==> src/rtl/vx_writeback_merge_if.sv <==
// ----------------------------------------------------------------------------
// vx_writeback_merge_if
// Bundles the NUM_CH writeback input channels and the merged output port of
// vx_writeback_merge.
//   in_valid/in_data/in_sop/in_eop : per-channel beat offered by an execute unit
//   in_ready                       : per-channel buffer has room for a beat
//   out_valid/out_data/out_sop/out_eop/out_ch : merged beat toward the regfile
//   out_ready                      : sink accepts the merged beat
//   proto_err                      : sticky per-channel framing error flags
// Modports: slave = the merge block, master = producers/sink around it.
// ----------------------------------------------------------------------------
interface vx_writeback_merge_if #(
   parameter int NUM_CH = 4,
   parameter int DATAW  = 128
);
   localparam int CHW = (NUM_CH > 1) ? $clog2(NUM_CH) : 1;

   logic [NUM_CH-1:0]       in_valid;
   logic [NUM_CH*DATAW-1:0] in_data;
   logic [NUM_CH-1:0]       in_sop;
   logic [NUM_CH-1:0]       in_eop;
   logic [NUM_CH-1:0]       in_ready;
   logic                    out_valid;
   logic [DATAW-1:0]        out_data;
   logic                    out_sop;
   logic                    out_eop;
   logic [CHW-1:0]          out_ch;
   logic                    out_ready;
   logic [NUM_CH-1:0]       proto_err;

   modport slave (
      input  in_valid, in_data, in_sop, in_eop, out_ready,
      output in_ready, out_valid, out_data, out_sop, out_eop, out_ch, proto_err
   );

   modport master (
      output in_valid, in_data, in_sop, in_eop, out_ready,
      input  in_ready, out_valid, out_data, out_sop, out_eop, out_ch, proto_err
   );
endinterface

==> src/rtl/vx_writeback_merge.sv <==
// ----------------------------------------------------------------------------
// vx_writeback_merge
// Merges NUM_CH writeback channels into one register-file write port. Each
// channel owns a DEPTH-entry FIFO; a round-robin arbiter grants a channel and
// then stays locked on it until the packet's eop beat leaves, so multi-beat
// packets never interleave. Each channel input is framing-checked (sop/eop
// ordering) and flags a sticky proto_err; offending beats still pass through.
// Ports:
//   clk     : clock
//   reset_n : asynchronous active-low reset (flushes FIFOs, arbiter, errors)
//   bus     : vx_writeback_merge_if.slave (all channel and output signals)
// ----------------------------------------------------------------------------
module vx_writeback_merge #(
   parameter int NUM_CH = 4,
   parameter int DEPTH  = 4,
   parameter int DATAW  = 128
) (
   input  logic                  clk,
   input  logic                  reset_n,
   vx_writeback_merge_if.slave   bus
);
   localparam int CHW  = (NUM_CH > 1) ? $clog2(NUM_CH) : 1;
   localparam int PW   = $clog2(DEPTH);
   localparam int CNTW = PW + 1;
   localparam int EW   = DATAW + 2;   // stored entry: {data, sop, eop}

   localparam logic [0:0] ST_IDLE = 1'b0;
   localparam logic [0:0] ST_LOCK = 1'b1;

   // Next channel index, wrapping at NUM_CH (NUM_CH need not be a power of 2).
   function automatic logic [CHW-1:0] f_next_ch(input logic [CHW-1:0] c);
      logic [CHW-1:0] n;
      if (c == CHW'(NUM_CH - 1)) begin
         n = '0;
      end else begin
         n = c + CHW'(1);
      end
      return n;
   endfunction

   logic [EW-1:0]   r_mem    [NUM_CH][DEPTH];
   logic [PW-1:0]   r_wr_ptr [NUM_CH];
   logic [PW-1:0]   r_rd_ptr [NUM_CH];
   logic [CNTW-1:0] r_cnt    [NUM_CH];
   logic [NUM_CH-1:0] r_in_pkt;
   logic [NUM_CH-1:0] r_proto_err;

   logic [0:0]      r_state;
   logic [CHW-1:0]  r_lock_ch;
   logic [CHW-1:0]  r_rr_ptr;

   logic [NUM_CH-1:0] w_full;
   logic [NUM_CH-1:0] w_empty;
   logic [NUM_CH-1:0] w_push;
   logic [NUM_CH-1:0] w_pop;
   logic [EW-1:0]     w_head [NUM_CH];
   logic [CHW-1:0]    w_gnt;
   logic [CHW-1:0]    w_idx;
   logic              w_any;
   logic              w_out_pop;
   logic [EW-1:0]     w_sel;

   // ------------------------------------------------------------------------
   // Per-channel FIFO and framing checker
   // ------------------------------------------------------------------------
   for (genvar g = 0; g < NUM_CH; g++) begin : g_ch
      assign w_full[g]  = (r_cnt[g] == CNTW'(DEPTH));
      assign w_empty[g] = (r_cnt[g] == CNTW'(0));
      // A full buffer refuses a push even when it is popped the same cycle.
      assign w_push[g]  = bus.in_valid[g] & ~w_full[g];
      assign w_pop[g]   = w_out_pop & (w_gnt == CHW'(g));
      assign w_head[g]  = r_mem[g][r_rd_ptr[g]];

      // Storage array; contents are don't-care while the entry is unoccupied.
      always_ff @(posedge clk) begin
         if (w_push[g]) begin
            r_mem[g][r_wr_ptr[g]] <= {bus.in_data[g*DATAW +: DATAW],
                                      bus.in_sop[g], bus.in_eop[g]};
         end
      end

      // FIFO pointers and occupancy.
      always_ff @(posedge clk or negedge reset_n) begin
         if (!reset_n) begin
            r_wr_ptr[g] <= '0;
            r_rd_ptr[g] <= '0;
            r_cnt[g]    <= '0;
         end else begin
            if (w_push[g]) begin
               r_wr_ptr[g] <= r_wr_ptr[g] + PW'(1);
            end
            if (w_pop[g]) begin
               r_rd_ptr[g] <= r_rd_ptr[g] + PW'(1);
            end
            case ({w_push[g], w_pop[g]})
               2'b10:   r_cnt[g] <= r_cnt[g] + CNTW'(1);
               2'b01:   r_cnt[g] <= r_cnt[g] - CNTW'(1);
               default: r_cnt[g] <= r_cnt[g];
            endcase
         end
      end

      // Framing tracker: sop must open a packet, non-sop must continue one.
      always_ff @(posedge clk or negedge reset_n) begin
         if (!reset_n) begin
            r_in_pkt[g]    <= 1'b0;
            r_proto_err[g] <= 1'b0;
         end else if (w_push[g]) begin
            if (bus.in_sop[g] == r_in_pkt[g]) begin
               r_proto_err[g] <= 1'b1;
            end
            if (bus.in_eop[g]) begin
               r_in_pkt[g] <= 1'b0;
            end else if (bus.in_sop[g]) begin
               r_in_pkt[g] <= 1'b1;
            end
         end
      end
   end

   // ------------------------------------------------------------------------
   // Arbitration
   // ------------------------------------------------------------------------
   // Grant select: locked channel only, else first non-empty from rr_ptr.
   always_comb begin
      w_gnt = r_lock_ch;
      w_any = 1'b0;
      w_idx = r_rr_ptr;
      if (r_state == ST_LOCK) begin
         w_gnt = r_lock_ch;
         w_any = ~w_empty[r_lock_ch];
      end else begin
         for (int k = 0; k < NUM_CH; k++) begin
            if (!w_any && !w_empty[w_idx]) begin
               w_gnt = w_idx;
               w_any = 1'b1;
            end else begin
               w_gnt = w_gnt;
               w_any = w_any;
            end
            w_idx = f_next_ch(w_idx);
         end
      end
   end

   assign w_sel     = w_head[w_gnt];
   assign w_out_pop = w_any & bus.out_ready;

   // Arbiter state: a presented-but-stalled or non-eop beat locks the channel,
   // so the presented beat cannot change under backpressure.
   always_ff @(posedge clk or negedge reset_n) begin
      if (!reset_n) begin
         r_state   <= ST_IDLE;
         r_lock_ch <= '0;
         r_rr_ptr  <= '0;
      end else if (w_out_pop) begin
         if (w_sel[0]) begin
            r_state  <= ST_IDLE;
            r_rr_ptr <= f_next_ch(w_gnt);
         end else begin
            r_state   <= ST_LOCK;
            r_lock_ch <= w_gnt;
         end
      end else if ((r_state == ST_IDLE) && w_any) begin
         r_state   <= ST_LOCK;
         r_lock_ch <= w_gnt;
      end
   end

   assign bus.in_ready  = ~w_full;
   assign bus.out_valid = w_any;
   assign bus.out_data  = w_sel[EW-1:2];
   assign bus.out_sop   = w_sel[1];
   assign bus.out_eop   = w_sel[0];
   assign bus.out_ch    = w_gnt;
   assign bus.proto_err = r_proto_err;

endmodule

==> src/flat_wrapper.sv <==
// flat-port wrapper written by rule: the top's interface ports become plain ports
module vx_writeback_merge_flat 
#(
   parameter int NUM_CH = 4,
   parameter int DEPTH  = 4,
   parameter int DATAW  = 128
)
  (clk, reset_n, bus_in_valid, bus_in_data, bus_in_sop, bus_in_eop, bus_out_ready, bus_in_ready, bus_out_valid, bus_out_data, bus_out_sop, bus_out_eop, bus_out_ch, bus_proto_err);
  vx_writeback_merge_if #(.NUM_CH(NUM_CH), .DATAW(DATAW)) bus_i ();
  input  logic clk;
  input  logic reset_n;
  input wire logic [$bits(bus_i.in_valid)-1:0] bus_in_valid;
  input wire logic [$bits(bus_i.in_data)-1:0] bus_in_data;
  input wire logic [$bits(bus_i.in_sop)-1:0] bus_in_sop;
  input wire logic [$bits(bus_i.in_eop)-1:0] bus_in_eop;
  input wire logic [$bits(bus_i.out_ready)-1:0] bus_out_ready;
  output wire logic [$bits(bus_i.in_ready)-1:0] bus_in_ready;
  output wire logic [$bits(bus_i.out_valid)-1:0] bus_out_valid;
  output wire logic [$bits(bus_i.out_data)-1:0] bus_out_data;
  output wire logic [$bits(bus_i.out_sop)-1:0] bus_out_sop;
  output wire logic [$bits(bus_i.out_eop)-1:0] bus_out_eop;
  output wire logic [$bits(bus_i.out_ch)-1:0] bus_out_ch;
  output wire logic [$bits(bus_i.proto_err)-1:0] bus_proto_err;
  assign bus_i.in_valid = bus_in_valid;
  assign bus_i.in_data = bus_in_data;
  assign bus_i.in_sop = bus_in_sop;
  assign bus_i.in_eop = bus_in_eop;
  assign bus_i.out_ready = bus_out_ready;
  assign bus_in_ready = bus_i.in_ready;
  assign bus_out_valid = bus_i.out_valid;
  assign bus_out_data = bus_i.out_data;
  assign bus_out_sop = bus_i.out_sop;
  assign bus_out_eop = bus_i.out_eop;
  assign bus_out_ch = bus_i.out_ch;
  assign bus_proto_err = bus_i.proto_err;
  vx_writeback_merge #(.NUM_CH(NUM_CH), .DEPTH(DEPTH), .DATAW(DATAW)) u_core (.clk(clk), .reset_n(reset_n), .bus(bus_i));
endmodule
==> config.mk <==
export PLATFORM = sky130hd
export DESIGN_NAME = vx_writeback_merge_flat
export DESIGN_NICKNAME = d
export VERILOG_FILES = /design/src/rtl/vx_writeback_merge_if.sv /design/src/rtl/vx_writeback_merge.sv /design/src/flat_wrapper.sv
export SDC_FILE = /design/constraint.sdc
export NUM_CORES = 2
export LEC_CHECK = 0
export CORE_UTILIZATION = 40
export CTS_CLUSTER_SIZE = 30
export DETAILED_ROUTE_END_ITERATION = 16
export GPL_ROUTABILITY_DRIVEN = 0
export SKIP_CTS_REPAIR_TIMING = 1
export SLEW_MARGIN = 20
export SYNTH_ARGS = -nofsm -noshare
export SYNTH_HDL_FRONTEND = slang
export SYNTH_SLANG_ARGS = --single-unit
==> constraint.sdc <==
create_clock -name clk -period 11.4 [get_ports clk]
set_clock_uncertainty 0.2 [all_clocks]
set_input_delay 2.28 -clock clk [delete_from_list [all_inputs] [get_ports clk]]
set_output_delay 2.28 -clock clk [all_outputs]
set_load 0.05 [all_outputs]
==> out/results.tsv <==
stage	metric	value	unit
run_status	status	finished clean	
yosys	yosysUniqueCellTypes	46	
route	drt_first_pass_iters	6	
floorplan	num_rows	165	
critical_path	crit_chain	ha_1 -> nor2_1 -> nor4_1 -> a211oi_1 -> a2111oi_0 -> o41ai_2 -> buf_12 -> buf_4 -> nand2_1 -> and3_1 -> a31oi_1 -> clkdlybuf4s50_1	
power_and_ir_drop	leakagePower	0.0318	uW
placement	dp_slack	3.40	ns
timing	period_share	79.5	%
yosys	syn_avg_cell_area	21.1	um^2
critical_path	timing.rr.start	u_core.r_rr_ptr[0]$_DFFE_PN0P_	
critical_path	rr_endpoint	u_core.r_cnt[5]$_DFFE_PN0P_	
yosys	synthTopCellsByCount	edfxtp_1 (2,080), nand2_1 (534), mux4_2 (522)	
power_and_ir_drop	power	28900	uW
power_and_ir_drop	cellPowerDensity	293	mW/mm^2
critical_path	critPathSlowestCell	clkdlybuf4s50_1	
timing	finalSetupViolations	0	
grt	grt_first_pass_wirelength	311000	um
yosys	post-synth-top-area-cell	edfxtp_1	
floorplan	die_area	0.205	mm^2
clock_network	clockBufferDepth	3	
hold_path	hold_depth	1	
floorplan	die_y	453	um
timing	relSlewSlack	14.8	%
route	wl_per_cell	29.4	um
yosys	synth_area	0.0813	mm^2
critical_path	startpoint_type	flip-flop	
timing	worst_pin_slew	1.28	ns
yosys	syn-num-nets	4408	
grt	antenna_found_initial	91	
critical_path	r2r_cells	16	
clock_network	root_buffer	clkbuf_16	
placement	io_buffers	667	
route	drtIter0Drc	3580	
grt	grt_pass1_vias	41700	
job	cap_violations	0	
clock_network	tritoncts	yes	
floorplan	io_pins	668	
timing	rsz0062_at_grt	no	
critical_path	crit_fanout	130	
grt	grt_max_degree	141	
timing	fin_ws	2.34	ns
timing	hold_viol	0	
yosys	yosysWarningCount	0	
yosys	synth_cells	3855	
clock_network	clkTransAtPathRegs	0.06	ns
critical_path	ff2ff_setup_slack	6.18	ns
clock_network	cts_buffers	219	
route	drc	0	
cells_and_area	syn2layout_area_growth	20.9	%
clock_network	clock_latency	0.87	ns
yosys	synth_top_area_share	76.8	%
cells_and_area	drive_gt1_share	19.3	%
yosys	ys_ff_latch	2121	
floorplan	core	0.202	mm^2
placement	place_hpwl	139000	um
cells_and_area	final_nets	5148	
yosys	async_flop_share	1.93	%
route	vias	41100	
power_and_ir_drop	peakVddDrop	285	uV
hold_path	hold-path-endpoint	u_core.bus.proto_err[0]$_DFFE_PN0P_	
timing	fin_crit	9.06	ns
clock_network	cts_sinks	2121	
critical_path	slowest_delay	0.90	ns
timing	setup_tns	0	ns
yosys	synth_edf_count	2080	
critical_path	worstSetupEndpointType	primary output	
yosys	synth_flop_cell	edfxtp_1	
critical_path	cp_data_required_time	8.92	ns
yosys	yosys-top-cells-area	edfxtp_1 (77%), mux4_2 (14%), nand2_1 (2.5%)	
route	viasPerCell	5.50	
route	drt-total-wl	220000	um
route	ant_nets	0	
floorplan	die_width	453	um
yosys	yosysMostFrequentCell	edfxtp_1	
timing	final_max_slew_viol_count	0	
critical_path	worstSetupPathType	reg -> out	
grt	grt_overflow	0	
critical_path	arrival	6.58	ns
clock_network	htree_levels	4	
grt	grtUsageTotal	21.3	%
hold_path	hold_class	reg -> reg	
timing	max_freq	0.110	GHz
hold_path	min_from	u_core.bus.proto_err[0]$_DFFE_PN0P_	
yosys	ys_seq_area_share	78.1	%
floorplan	initial_core_util	40.2	%
==> metrics by stage <==
stage | util (%) | instance area (um^2) | cells | hold WS (ns)
final | 48.6 | 98300 | 7482 | 0.261
after global placement | 45.1 | 91200 | 7046 | 0.246
after global routing | 48.6 | 98300 | 7469 | 0.289
after CTS | 48.6 | 98200 | 7450 | 0.266
after floorplan | - | 81300 | 3855 | 0.277
after detailed placement | 45.1 | 91200 | 7046 | 0.251
==> flip-flops by register name (all words and copies together), names as in the netlist <==
name                  flops
u_core.bus.proto_err      4
u_core.r_cnt             12
u_core.r_in_pkt           4
u_core.r_lock_ch          2
u_core.r_mem           2080
u_core.r_rd_ptr           8
u_core.r_rr_ptr           2
u_core.r_state            1
u_core.r_wr_ptr           8
==> layout make-up <==
cell class | instances | area [um^2]
Fill cell | 16500 | 104000
Multi-Input combinational cell | 1487 | 16900
Sequential cell | 2121 | 63500
Tap cell | 2672 | 3340
Antenna cell | 32 | 80.1
Inverter | 32 | 133
Timing Repair Buffer | 734 | 7320
Clock inverter | 124 | 1240
Clock buffer | 280 | 5800
==> kinds of logic after synthesis <==
| kind of cell | count (synthesis) | share of synthesized area, % |
|---|---|---|
| buf+inv | 247 | 1.29 |
| simple gates | 723 | 3.91 |
| compound gates | 178 | 1.39 |
| xor+xnor | 28 | 0.302 |
| mux | 532 | 14.6 |
| flops | 2121 | 78.1 |
| fa+ha+maj | 26 | 0.437 |
==> cells in the final DEF, fill, tap and decap left out, types with 54 or more instances in the layout <==
cell             synthesis  layout
edfxtp_1              2080    2080
clkdlybuf4s50_1          0     666
nand2_1                534     534
mux4_2                 522     522
clkbuf_16                0     221
a31oi_1                131     131
and3_1                 146     130
buf_4                    8      55
clkbuf_1               155      54
clkinv_1                 0      54
==> how the worst max path moves through the flow <==
stage                                               from           endpoint  cells past startpoint
after floorplan           u_core.r_rr_ptr[0]$_DFFE_PN0P_  bus_out_data[120]                     12
after global placement    u_core.r_rr_ptr[0]$_DFFE_PN0P_  bus_out_data[106]                     12
after detailed placement  u_core.r_rr_ptr[0]$_DFFE_PN0P_  bus_out_data[106]                     12
after CTS                 u_core.r_rr_ptr[0]$_DFFE_PN0P_  bus_out_data[106]                     12
after global routing      u_core.r_rr_ptr[0]$_DFFE_PN0P_  bus_out_data[106]                     12
final                     u_core.r_rr_ptr[0]$_DFFE_PN0P_  bus_out_data[106]                     12
==> per-layer routing <==
| layer | routed length (um) | global-route usage [%] |
|---|---|---|
| met4 | 5650 | 6.67 |
| met5 | 539 | 0 |
| met1 | 85700 | 26.8 |
| met2 | 113000 | 36.1 |
| met3 | 15500 | 5.51 |
==> worst max-delay path: cells and delay by family (launching register included) <==
family                     cells  cell delay [ns]
DFF                            1             0.45
and+or+nand+nor                4             0.95
AOI/OAI and AO/OA              4             1.63
adders and majority gates      1             0.24
buffers and inverters          3             2.17
==> report_power, final <==
group          switching [uW]  internal, uW
clock                    2980          4040
combinational            7090          3980
sequential                481         10300
No activity file was read; power rests on OpenSTA's default activity.
